**config.mk**
```make
export PLATFORM = sky130hd
export DESIGN_NAME = seq_debug_mailbox
export DESIGN_NICKNAME = d
export VERILOG_FILES = /design/src/rtl/seq_debug_mailbox_pkg.sv /design/src/rtl/seq_debug_regfile.sv /design/src/rtl/seq_debug_mailbox.sv
export SDC_FILE = /design/constraint.sdc
export NUM_CORES = 1
export LEC_CHECK = 0
export ABC_AREA = 1
export CORE_MARGIN = 2
export CORE_UTILIZATION = 36
export CTS_CLUSTER_DIAMETER = 150
export CTS_CLUSTER_SIZE = 12
export DETAILED_ROUTE_END_ITERATION = 6
export PLACE_DENSITY_LB_ADDON = 0.15
export REMOVE_ABC_BUFFERS = 1
export SYNTH_ARGS = -nofsm -noshare
export SYNTH_HDL_FRONTEND = slang
export SYNTH_HIERARCHICAL = 1
export SYNTH_SLANG_ARGS = --single-unit
```
**constraint.sdc**
```tcl
create_clock -name clk -period 6.3 [get_ports clk]
set_input_delay 0.63 -clock clk [delete_from_list [all_inputs] [get_ports clk]]
set_output_delay 0.63 -clock clk [all_outputs]
set_load 0.05 [all_outputs]
```
**src/rtl/seq_debug_mailbox_pkg.sv**
```systemverilog
// Shared constants for the sequencer debug mailbox: register offsets, status
// layout and the command state machine encoding.
package seq_debug_mailbox_pkg;

    localparam int unsigned OFF_ID         = 'h0;
    localparam int unsigned OFF_REQ_CMD    = 'h8;
    localparam int unsigned OFF_CMD_STATUS = 'hC;
    localparam int unsigned OFF_PARAM_BASE = 'h10;

    localparam logic [1:0] STAT_IDLE  = 2'd0;
    localparam logic [1:0] STAT_BUSY  = 2'd1;
    localparam logic [1:0] STAT_DONE  = 2'd2;
    localparam logic [1:0] STAT_ERROR = 2'd3;

    localparam int STAT_OVERRUN_BIT = 2;
    localparam int STAT_TIMEOUT_BIT = 3;
    localparam int STAT_RSP_LSB     = 8;

    localparam logic [7:0] ID_MAGIC = 8'h5D;

    typedef enum logic [2:0] {
        S_IDLE  = 3'd0,
        S_ISSUE = 3'd1,
        S_WAIT  = 3'd2,
        S_DONE  = 3'd3,
        S_ERROR = 3'd4
    } state_e;

    // ISSUE and WAIT are both reported to the host as BUSY.
    function automatic logic [1:0] state_code(input state_e s);
        case (s)
            S_ISSUE, S_WAIT: return STAT_BUSY;
            S_DONE:          return STAT_DONE;
            S_ERROR:         return STAT_ERROR;
            default:         return STAT_IDLE;
        endcase
    endfunction

endpackage

```
**src/rtl/seq_debug_regfile.sv**
```systemverilog
// Avalon-side address decode, PARAM storage and registered read mux
// (fixed one-cycle read latency) for the debug mailbox.
module seq_debug_regfile
    import seq_debug_mailbox_pkg::*;
#(
    parameter int unsigned DEBUG_BASE = 'h00015238,
    parameter int          ADDR_WIDTH = 20,
    parameter int          DATA_WIDTH = 32,
    parameter int          NUM_PARAMS = 4,
    parameter int unsigned VERSION    = 'h0002
) (
    input  logic                             clk,
    input  logic                             reset,
    input  logic [ADDR_WIDTH-1:0]            avl_address,
    input  logic                             avl_read,
    input  logic                             avl_write,
    input  logic [DATA_WIDTH-1:0]            avl_writedata,
    output logic [DATA_WIDTH-1:0]            avl_readdata,
    output logic                             avl_readdatavalid,
    input  logic                             wr_allow,
    input  logic [DATA_WIDTH-1:0]            req_cmd_word,
    input  logic [DATA_WIDTH-1:0]            status_word,
    output logic                             req_cmd_wr,
    output logic                             status_wr,
    output logic                             param_wr,
    output logic [NUM_PARAMS*DATA_WIDTH-1:0] param_words
);

    localparam logic [ADDR_WIDTH-1:0] BASE    = ADDR_WIDTH'(DEBUG_BASE);
    localparam logic [ADDR_WIDTH-1:0] WIN_END = ADDR_WIDTH'(OFF_PARAM_BASE + 4 * NUM_PARAMS);

    logic [ADDR_WIDTH-1:0] off;
    logic                  sel_id;
    logic                  sel_req;
    logic                  sel_stat;
    logic                  sel_param;
    logic [3:0]            param_idx;
    logic [DATA_WIDTH-1:0] rdata;

    logic [DATA_WIDTH-1:0] param_q [NUM_PARAMS];
    logic [DATA_WIDTH-1:0] param_d [NUM_PARAMS];
    logic [DATA_WIDTH-1:0] readdata_q;
    logic [DATA_WIDTH-1:0] readdata_d;
    logic                  rvalid_q;
    logic                  rvalid_d;

    // Addresses below the base wrap to large offsets and fall outside the window.
    always_comb begin
        off       = avl_address - BASE;
        sel_id    = (off == ADDR_WIDTH'(OFF_ID));
        sel_req   = (off == ADDR_WIDTH'(OFF_REQ_CMD));
        sel_stat  = (off == ADDR_WIDTH'(OFF_CMD_STATUS));
        sel_param = (off >= ADDR_WIDTH'(OFF_PARAM_BASE)) && (off < WIN_END) && (off[1:0] == 2'b00);
        param_idx = off[5:2] - 4'd4;
    end

    assign req_cmd_wr = avl_write && sel_req;
    assign status_wr  = avl_write && sel_stat;
    assign param_wr   = avl_write && sel_param;

    always_comb begin
        for (int i = 0; i < NUM_PARAMS; i++) begin
            param_d[i] = param_q[i];
            if (param_wr && wr_allow && (param_idx == 4'(i))) begin
                param_d[i] = avl_writedata;
            end
        end
    end

    always_comb begin
        rdata = '0;
        if (sel_id) begin
            rdata = DATA_WIDTH'({ID_MAGIC, 16'(VERSION)});
        end else if (sel_req) begin
            rdata = req_cmd_word;
        end else if (sel_stat) begin
            rdata = status_word;
        end else if (sel_param) begin
            for (int i = 0; i < NUM_PARAMS; i++) begin
                if (param_idx == 4'(i)) begin
                    rdata = param_q[i];
                end
            end
        end
        readdata_d = avl_read ? rdata : '0;
        rvalid_d   = avl_read;
    end

    always_comb begin
        param_words = '0;
        for (int i = 0; i < NUM_PARAMS; i++) begin
            param_words[i*DATA_WIDTH +: DATA_WIDTH] = param_q[i];
        end
    end

    always_ff @(posedge clk) begin
        if (reset) begin
            for (int i = 0; i < NUM_PARAMS; i++) begin
                param_q[i] <= '0;
            end
            readdata_q <= '0;
            rvalid_q   <= 1'b0;
        end else begin
            for (int i = 0; i < NUM_PARAMS; i++) begin
                param_q[i] <= param_d[i];
            end
            readdata_q <= readdata_d;
            rvalid_q   <= rvalid_d;
        end
    end

    assign avl_readdata      = readdata_q;
    assign avl_readdatavalid = rvalid_q;

endmodule

```
**src/rtl/seq_debug_mailbox.sv**
```systemverilog
// Debug command mailbox: host stages PARAMs and a command over Avalon-MM, the
// FSM hands it to the sequencer and tracks completion, error and timeout.
module seq_debug_mailbox
    import seq_debug_mailbox_pkg::*;
#(
    parameter int unsigned DEBUG_BASE     = 'h00015238,
    parameter int          ADDR_WIDTH     = 20,
    parameter int          DATA_WIDTH     = 32,
    parameter int          NUM_PARAMS     = 4,
    parameter int unsigned TIMEOUT_CYCLES = 65535,
    parameter int unsigned VERSION        = 'h0002
) (
    input  logic                             clk,
    input  logic                             reset,
    input  logic [ADDR_WIDTH-1:0]            avl_address,
    input  logic                             avl_read,
    input  logic                             avl_write,
    input  logic [DATA_WIDTH-1:0]            avl_writedata,
    output logic [DATA_WIDTH-1:0]            avl_readdata,
    output logic                             avl_readdatavalid,
    output logic                             avl_waitrequest,
    output logic                             cmd_valid,
    input  logic                             cmd_ready,
    output logic [DATA_WIDTH-1:0]            cmd_code,
    output logic [NUM_PARAMS*DATA_WIDTH-1:0] cmd_params,
    input  logic                             rsp_valid,
    input  logic [7:0]                       rsp_code
);

    localparam int TMO_W = (TIMEOUT_CYCLES > 1) ? $clog2(TIMEOUT_CYCLES + 1) : 1;

    state_e                          state_q, state_d;
    logic [DATA_WIDTH-1:0]           cmd_code_q, cmd_code_d;
    logic [NUM_PARAMS*DATA_WIDTH-1:0] cmd_params_q, cmd_params_d;
    logic                            overrun_q, overrun_d;
    logic                            timeout_q, timeout_d;
    logic [7:0]                      rsp_code_q, rsp_code_d;
    logic [TMO_W-1:0]                tmo_cnt_q, tmo_cnt_d;

    logic                            req_cmd_wr;
    logic                            status_wr;
    logic                            param_wr;
    logic [NUM_PARAMS*DATA_WIDTH-1:0] param_words;
    logic [DATA_WIDTH-1:0]           status_word;

    seq_debug_regfile #(
        .DEBUG_BASE (DEBUG_BASE),
        .ADDR_WIDTH (ADDR_WIDTH),
        .DATA_WIDTH (DATA_WIDTH),
        .NUM_PARAMS (NUM_PARAMS),
        .VERSION    (VERSION)
    ) u_regfile (
        .clk               (clk),
        .reset             (reset),
        .avl_address       (avl_address),
        .avl_read          (avl_read),
        .avl_write         (avl_write),
        .avl_writedata     (avl_writedata),
        .avl_readdata      (avl_readdata),
        .avl_readdatavalid (avl_readdatavalid),
        .wr_allow          (state_q == S_IDLE),
        .req_cmd_word      (cmd_code_q),
        .status_word       (status_word),
        .req_cmd_wr        (req_cmd_wr),
        .status_wr         (status_wr),
        .param_wr          (param_wr),
        .param_words       (param_words)
    );

    always_comb begin
        status_word                   = '0;
        status_word[1:0]              = state_code(state_q);
        status_word[STAT_OVERRUN_BIT] = overrun_q;
        status_word[STAT_TIMEOUT_BIT] = timeout_q;
        status_word[STAT_RSP_LSB +: 8] = rsp_code_q;
    end

    always_comb begin
        state_d      = state_q;
        cmd_code_d   = cmd_code_q;
        cmd_params_d = cmd_params_q;
        overrun_d    = overrun_q;
        timeout_d    = timeout_q;
        rsp_code_d   = rsp_code_q;
        tmo_cnt_d    = tmo_cnt_q;

        if ((req_cmd_wr || param_wr) && (state_q != S_IDLE)) begin
            overrun_d = 1'b1;
        end

        case (state_q)
            S_IDLE: begin
                if (req_cmd_wr) begin
                    state_d      = S_ISSUE;
                    cmd_code_d   = avl_writedata;
                    cmd_params_d = param_words;
                end
            end
            S_ISSUE: begin
                if (cmd_ready) begin
                    state_d   = S_WAIT;
                    tmo_cnt_d = TMO_W'(TIMEOUT_CYCLES);
                end
            end
            // A response in the expiry cycle takes priority over the timeout.
            S_WAIT: begin
                if (rsp_valid) begin
                    rsp_code_d = rsp_code;
                    state_d    = (rsp_code == 8'd0) ? S_DONE : S_ERROR;
                end else if ((TIMEOUT_CYCLES != 0) && (tmo_cnt_q == '0)) begin
                    state_d   = S_ERROR;
                    timeout_d = 1'b1;
                end else begin
                    tmo_cnt_d = tmo_cnt_q - TMO_W'(1);
                end
            end
            S_DONE, S_ERROR: begin
                if (status_wr) begin
                    state_d   = S_IDLE;
                    overrun_d = 1'b0;
                    timeout_d = 1'b0;
                end
            end
            default: state_d = S_IDLE;
        endcase
    end

    always_ff @(posedge clk) begin
        if (reset) begin
            state_q      <= S_IDLE;
            cmd_code_q   <= '0;
            cmd_params_q <= '0;
            overrun_q    <= 1'b0;
            timeout_q    <= 1'b0;
            rsp_code_q   <= '0;
            tmo_cnt_q    <= '0;
        end else begin
            state_q      <= state_d;
            cmd_code_q   <= cmd_code_d;
            cmd_params_q <= cmd_params_d;
            overrun_q    <= overrun_d;
            timeout_q    <= timeout_d;
            rsp_code_q   <= rsp_code_d;
            tmo_cnt_q    <= tmo_cnt_d;
        end
    end

    assign cmd_valid       = (state_q == S_ISSUE);
    assign cmd_code        = cmd_code_q;
    assign cmd_params      = cmd_params_q;
    assign avl_waitrequest = 1'b0;

endmodule

```
Word-level counts from Yosys, hierarchy flattened. Memories as Yosys holds them, arrays and structs flattened. Index checks and enable logic that the tools add are counted.

Bits in registers: 222. Bits in latches: 0. RAM bits: 128. Memory bits (read-only): 0. Bits of input ports: 66. Output and inout bits: 195. Memories kept: 1.

Add/subtract/negate cells: 3. Multipliers: 0. Div/mod/pow operators: 0. Order comparisons: 2. Equality and inequality tests: 16. Shift operators: 0. Multiplexer cells: 38. Bitwise logic cells: 5. Reductions and logical operators: 30.

Memories: u_regfile.param_q (words 4, width 32, rd ports 4, clocked after Yosys merged registers in 0, write ports 4, RTL line seq_debug_regfile.sv:40) `logic [DATA_WIDTH-1:0] param_q [NUM_PARAMS];`.

Operators with widths (count): $mux W32 (15); $mux W16 (3); $eq A20 B4 Y1 const B (2); $pmux W16 S2 (1); $mux W23 (1); $ge A20 B5 Y1 const B (1); $logic_not A20 Y1 (1); $lt A20 B6 Y1 const B (1); $sub A20 B17 Y20 const B (1); $mux W3 (6); $logic_not A16 Y1 (1); $sub A16 B1 Y16 const B (1); $pmux W3 S4 (1); $reduce_and A4 Y1 (3); $logic_and A1 B1 Y1 (11); $ne A2 B2 Y1 const B (5); $mux W1 (9); $eq A4 B2 Y1 const B (2); $logic_not A8 Y1 (1); $eq A3 B2 Y1 const B (2); $pmux W2 S3 (1); $reduce_or A2 Y1 (3); $eq A4 B1 Y1 const B (1); $logic_not A4 Y1 (1); other kinds (15) (20).

Logic depth before layout (Yosys ltp).
Depth after elaboration: 11. Depth in mapped cells: 23. Gate-level depth less buffers: 21.

Modules after synthesis. Netlist, hierarchy kept.

By module, submodules not included: seq_debug_regfile (instances 1, cells each 1334, area an instance 8588.2 um2, seq. area each 3223.1 um2); seq_debug_mailbox (instances 1, cells each 994, area an instance 7516.0 um2, seq. area each 3783.6 um2).

Least setup slack after synthesis. Ideal clock, no wire load.

Path kind: input to register. Start: input port avl_address[3]. End: register cmd_params_q[100] (netlist: cmd_params[100]) (read register of u_regfile.param_q). Library setup time: 0.070 ns. Data arrival time: 3.126 ns. Required time: 6.230 ns. Slack: 3.103 ns. Cell stages on the path: 18. Path through: ha_1 -> nand2_1 -> nand3_1 -> nand2_1 -> nand3_1 -> nand2_1 -> nand2_1 -> nor2_1 -> nand2_2 -> nor2_4 -> nand3_2 -> clkbuf_1 -> nor2_1 -> buf_2 -> clkbuf_1 -> clkbuf_1 -> nand3_1 -> a21oi_1.

Word-level cells in the longest chain between the ends: 4.

RTL lines: start: declaration (RTL line seq_debug_mailbox.sv:15) `input logic [ADDR_WIDTH-1:0] avl_address,`; $sub A20 B17 Y20 (RTL line seq_debug_regfile.sv:49) `off = avl_address - BASE;`; $eq A20 B4 Y1 (RTL line seq_debug_regfile.sv:51) `sel_req = (off == ADDR_WIDTH'(OFF_REQ_CMD));`; $logic_and A1 B1 Y1 (RTL line seq_debug_regfile.sv:57) `assign req_cmd_wr = avl_write && sel_req;`; net req_cmd_wr (RTL line seq_debug_mailbox.sv:40) `logic req_cmd_wr;`; $reduce_and A2 Y1 (no line); end: declaration (RTL line seq_debug_mailbox.sv:34) `logic [NUM_PARAMS*DATA_WIDTH-1:0] cmd_params_q, cmd_params_d;`.

The timed path passes the listed nets, and every way through them passes these cells. A chain may end at the register's enable or synchronous reset.

Worst setup path in the final report.
Start: input port avl_address[3]. End: register state_q[2].

Word-level cells in the longest chain between the ends: 5. Elaborated cells between the ends (all ways): 8.

RTL lines: $sub A20 B17 Y20 (RTL line seq_debug_regfile.sv:49); $eq A20 B4 Y1 (RTL line seq_debug_regfile.sv:51); $logic_and A1 B1 Y1 (RTL line seq_debug_regfile.sv:57); net req_cmd_wr (RTL line seq_debug_mailbox.sv:40); $ne A2 B2 Y1 (no line); $reduce_and A4 Y1 (no line); end signal: assignment (RTL line seq_debug_mailbox.sv:138) `state_q <= state_d;`; end: declaration (RTL line seq_debug_mailbox.sv:32) `state_e state_q, state_d;`.

The timed path passes the listed nets, and every way through them passes these cells.

==> metrics <==
Max Root-Sink Buffers=3; Netlist cell types=38; DR vias=16000; Clock Root Buffer=clkbuf_16; initial antenna violation count=4; maximum clock rate=between 200 and 250 MHz; Nets=roughly 2600; CTS tree=yes; die area=0.0464 mm^2; max-cap violations=0; total core area=0.0442 mm^2; final antenna-violating net count=0; row cnt=77; IO Count=261; first-pass GRT wire length=87.1 mm; period utilization=around two thirds; postcts setup bufs=0; largest net degree at the start of global routing=161; WL/cell=18.3 um; dpl cells=3045; Layout Cells excl Fill=between 3000 and 4000; Worst-path clk slew=0.06 ns; router iterations before antenna repair=5; Max Slew Vio Count=0; area grow syn2layout=22.6%; Top cell by count, worst path=nand2_1; final setup fails=0; CTS sink count=between 300 and 400; crit path cell chain=clkdlybuf4s50_1 -> ha_1 -> nand2_1 -> nand3_1 -> nand2_1 -> nand2_1 -> nand2_1 -> nor2_2 -> nand2_1 -> nor2_1 -> nand2_2 -> nor2_4 -> nand3_2 -> nor2_4 -> buf_4 -> nor2_1 -> a21oi_1 -> nand3_1 -> nand2_1 -> nand2_1 -> nor2_1; Die Span X=216 um; status=complete, no violations; Syn Area/Cell=around 6.9 um^2; number of synthesis warnings=6; Final Hold Violating Endpoints=0; CP max FO=77; Critical Path AT=4.58 ns; Cells after Synth=2328; most frequent cells in the layout=561 x nand2_1, 358 x nor2_1, 350 x dfxtp_1, 258 x clkdlybuf4s50_1, 253 x nand3_1; CTS resizes=0; starting density of the core=36.4%; cts bufs inserted=35; mapped cell area=0.0161 mm^2; CP Launch Type=input pin; # DRC=0; GPL Wtd Cong=0.839; Port Buf Inserts=approximately 260; commonest non-fill, non-tap cell in the layout=nand2_1; Post-CTS Hold Buffers=0; Initial DRC Count=1251; PnR worst setup slack=approximately 2.2 ns; HPWL Detailed=around 35 mm; flops & latches, synth=350; Required @ worst endpoint=6.77 ns; VDD IR max=225 uV; synth top area cells=dfxtp_1 44%, nand2_1 13%, nor2_1 8.4%, nand3_1 7.9%, a21oi_1 7.3%; Max Clock Skew=about 0.032 ns; Slew HR=approximately 17%; min Tclk post-route=4.11 ns; crit path capture type=flip-flop; Synth top area share=43.5%; vias in the first global route=~15000; vias per cell=between 5 and 6; gr usage total=23.5%; power density cells=268 mW/mm^2; layout cell share with drive strength beyond 1=4.82%; Routed WL=approximately 56 mm; Leak=slightly above 7 nW; Slew @ Worst Pin=1.25 ns; Slowest cell on crit path=clkdlybuf4s50_1; die height=between 200 and 250 um; max incr delay on CP=about 0.73 ns; sequential-to-total area share from yosys stat=a little over two fifths; H-tree levels=2; Hold Path Class=reg2reg; GRT Residual Overflow=0; dpl ws=1.62 ns; Worst Setup Path Type=in2reg; Skew-Pair Late Insertion Delay=0.54 ns; largest area contributor in the netlist=dfxtp_1; RSZ-0062 raised after global routing=false; Layout fillers=4588
## metrics by stage
step	power (mW)	hold slack, ns	utilization (%)	TNS (ns)	area [um^2]
final	5.29	0.456	44.7	0	19800
after CTS	5.34	0.459	44.6	0	19700
after global placement	3.41	0.451	42.5	0	18800
after global routing	5.56	0.467	44.7	0	19800
after floorplan	3.07	0.418	-	-784.57	15200
after detailed placement	3.43	0.445	42.5	0	18800
## state kept, by name, summed over array words and instances, names as in the netlist
name / count
state_q: 3
overrun_q: 1
cmd_params: 128
timeout_q: 1
u_regfile/param_q: 128
u_regfile/avl_readdatavalid: 1
cmd_code: 32
tmo_cnt_q: 16
rsp_code_q: 8
u_regfile/avl_readdata: 32
## cell type report
class / instances / area, um^2 / area share (%)
sequential: 350 / 7010 / 35.5
timing repair buffer: 281 / 2770 / 14.0
inverter: 104 / 400 / 2.03
multi-input combinational: 1718 / 7890 / 39.9
antenna: 3 / 7.51 / 0.0380
clock inverter: 1 / 11.3 / 0.0570
tap: 592 / 741 / 3.75
clock buffer: 37 / 926 / 4.69
## Yosys cell counts
master     count
o22ai_1        1
a211oi_1       1
a221oi_1       3
conb_1         1
or2_1          8
o21ai_0       48
nand3_1      253
nor3_1         3
xnor2_1        1
nand4_4        1
o2111ai_1      5
nor2_1       360
clkinv_1       2
a31oi_1        1
a21oi_2        3
o21bai_1       1
nand2_2        7
buf_2         33
dfxtp_1      350
buf_4         16
a21oi_1      236
clkbuf_1      68
inv_1         94
or2_2          7
nor3_4         2
buf_6         23
nand2_4        2
nor2_4        10
buf_1         36
nand3_2        5
nor2_2         9
or2_0          7
o21ai_1       25
nand2_1      561
nand4_1      133
inv_2          8
ha_1           2
xor2_1         2
## per-layer routing
metal  up-vias  share of wire, %  track usage [%]
met5         -             0.028                0
met4         2               3.4             9.54
met3       100               5.4             3.74
met2       452                46             38.1
met1      7522                46             31.3
li1       7948                 -                -
## worst max-delay path: cells and delay by family
family	cells	cell delay (ns)
buffers and inverters	2	1.45
AND/OR/NAND/NOR	17	2.03
adder cells (fa/ha/maj)	1	0.24
AO/OA/AOI/OAI	1	0.19
## kinds of logic after synthesis
family / after synthesis / share of synthesized area, %
XOR/XNOR: 3 / 0.163
AND/OR/NAND/NOR: 1368 / 37.5
adder cells (fa/ha/maj): 2 / 0.155
AO/OA/AOI/OAI: 324 / 10.4
flip-flops: 350 / 43.5
buffers and inverters: 280 / 8.23
other: 1 / 0.0233
## path summary, 6_finish.rpt
| kind | start | end | slack, ns | cells past startpoint |
|---|---|---|---|---|
| setup / recovery | avl_address[3] | state_q[2]$_SDFFE_PP0P_ | 2.19 | 21 |
| setup reg to reg | state_q[0]$_SDFFE_PP0P_ | u_regfile/param_q[1][31]$_SDFFE_PP0P_ | 3.33 | 8 |
| hold / removal | overrun_q$_SDFF_PP0_ | overrun_q$_SDFF_PP0_ | 0.46 | 2 |
| hold reg to reg | overrun_q$_SDFF_PP0_ | overrun_q$_SDFF_PP0_ | 0.46 | 2 |
## report_power, final
group | internal, mW | switching [mW]
clock | 1.04 | 0.866
combinational | 0.264 | 0.822
sequential | 2.26 | 0.0485
Power figures use the tool's default switching activity.
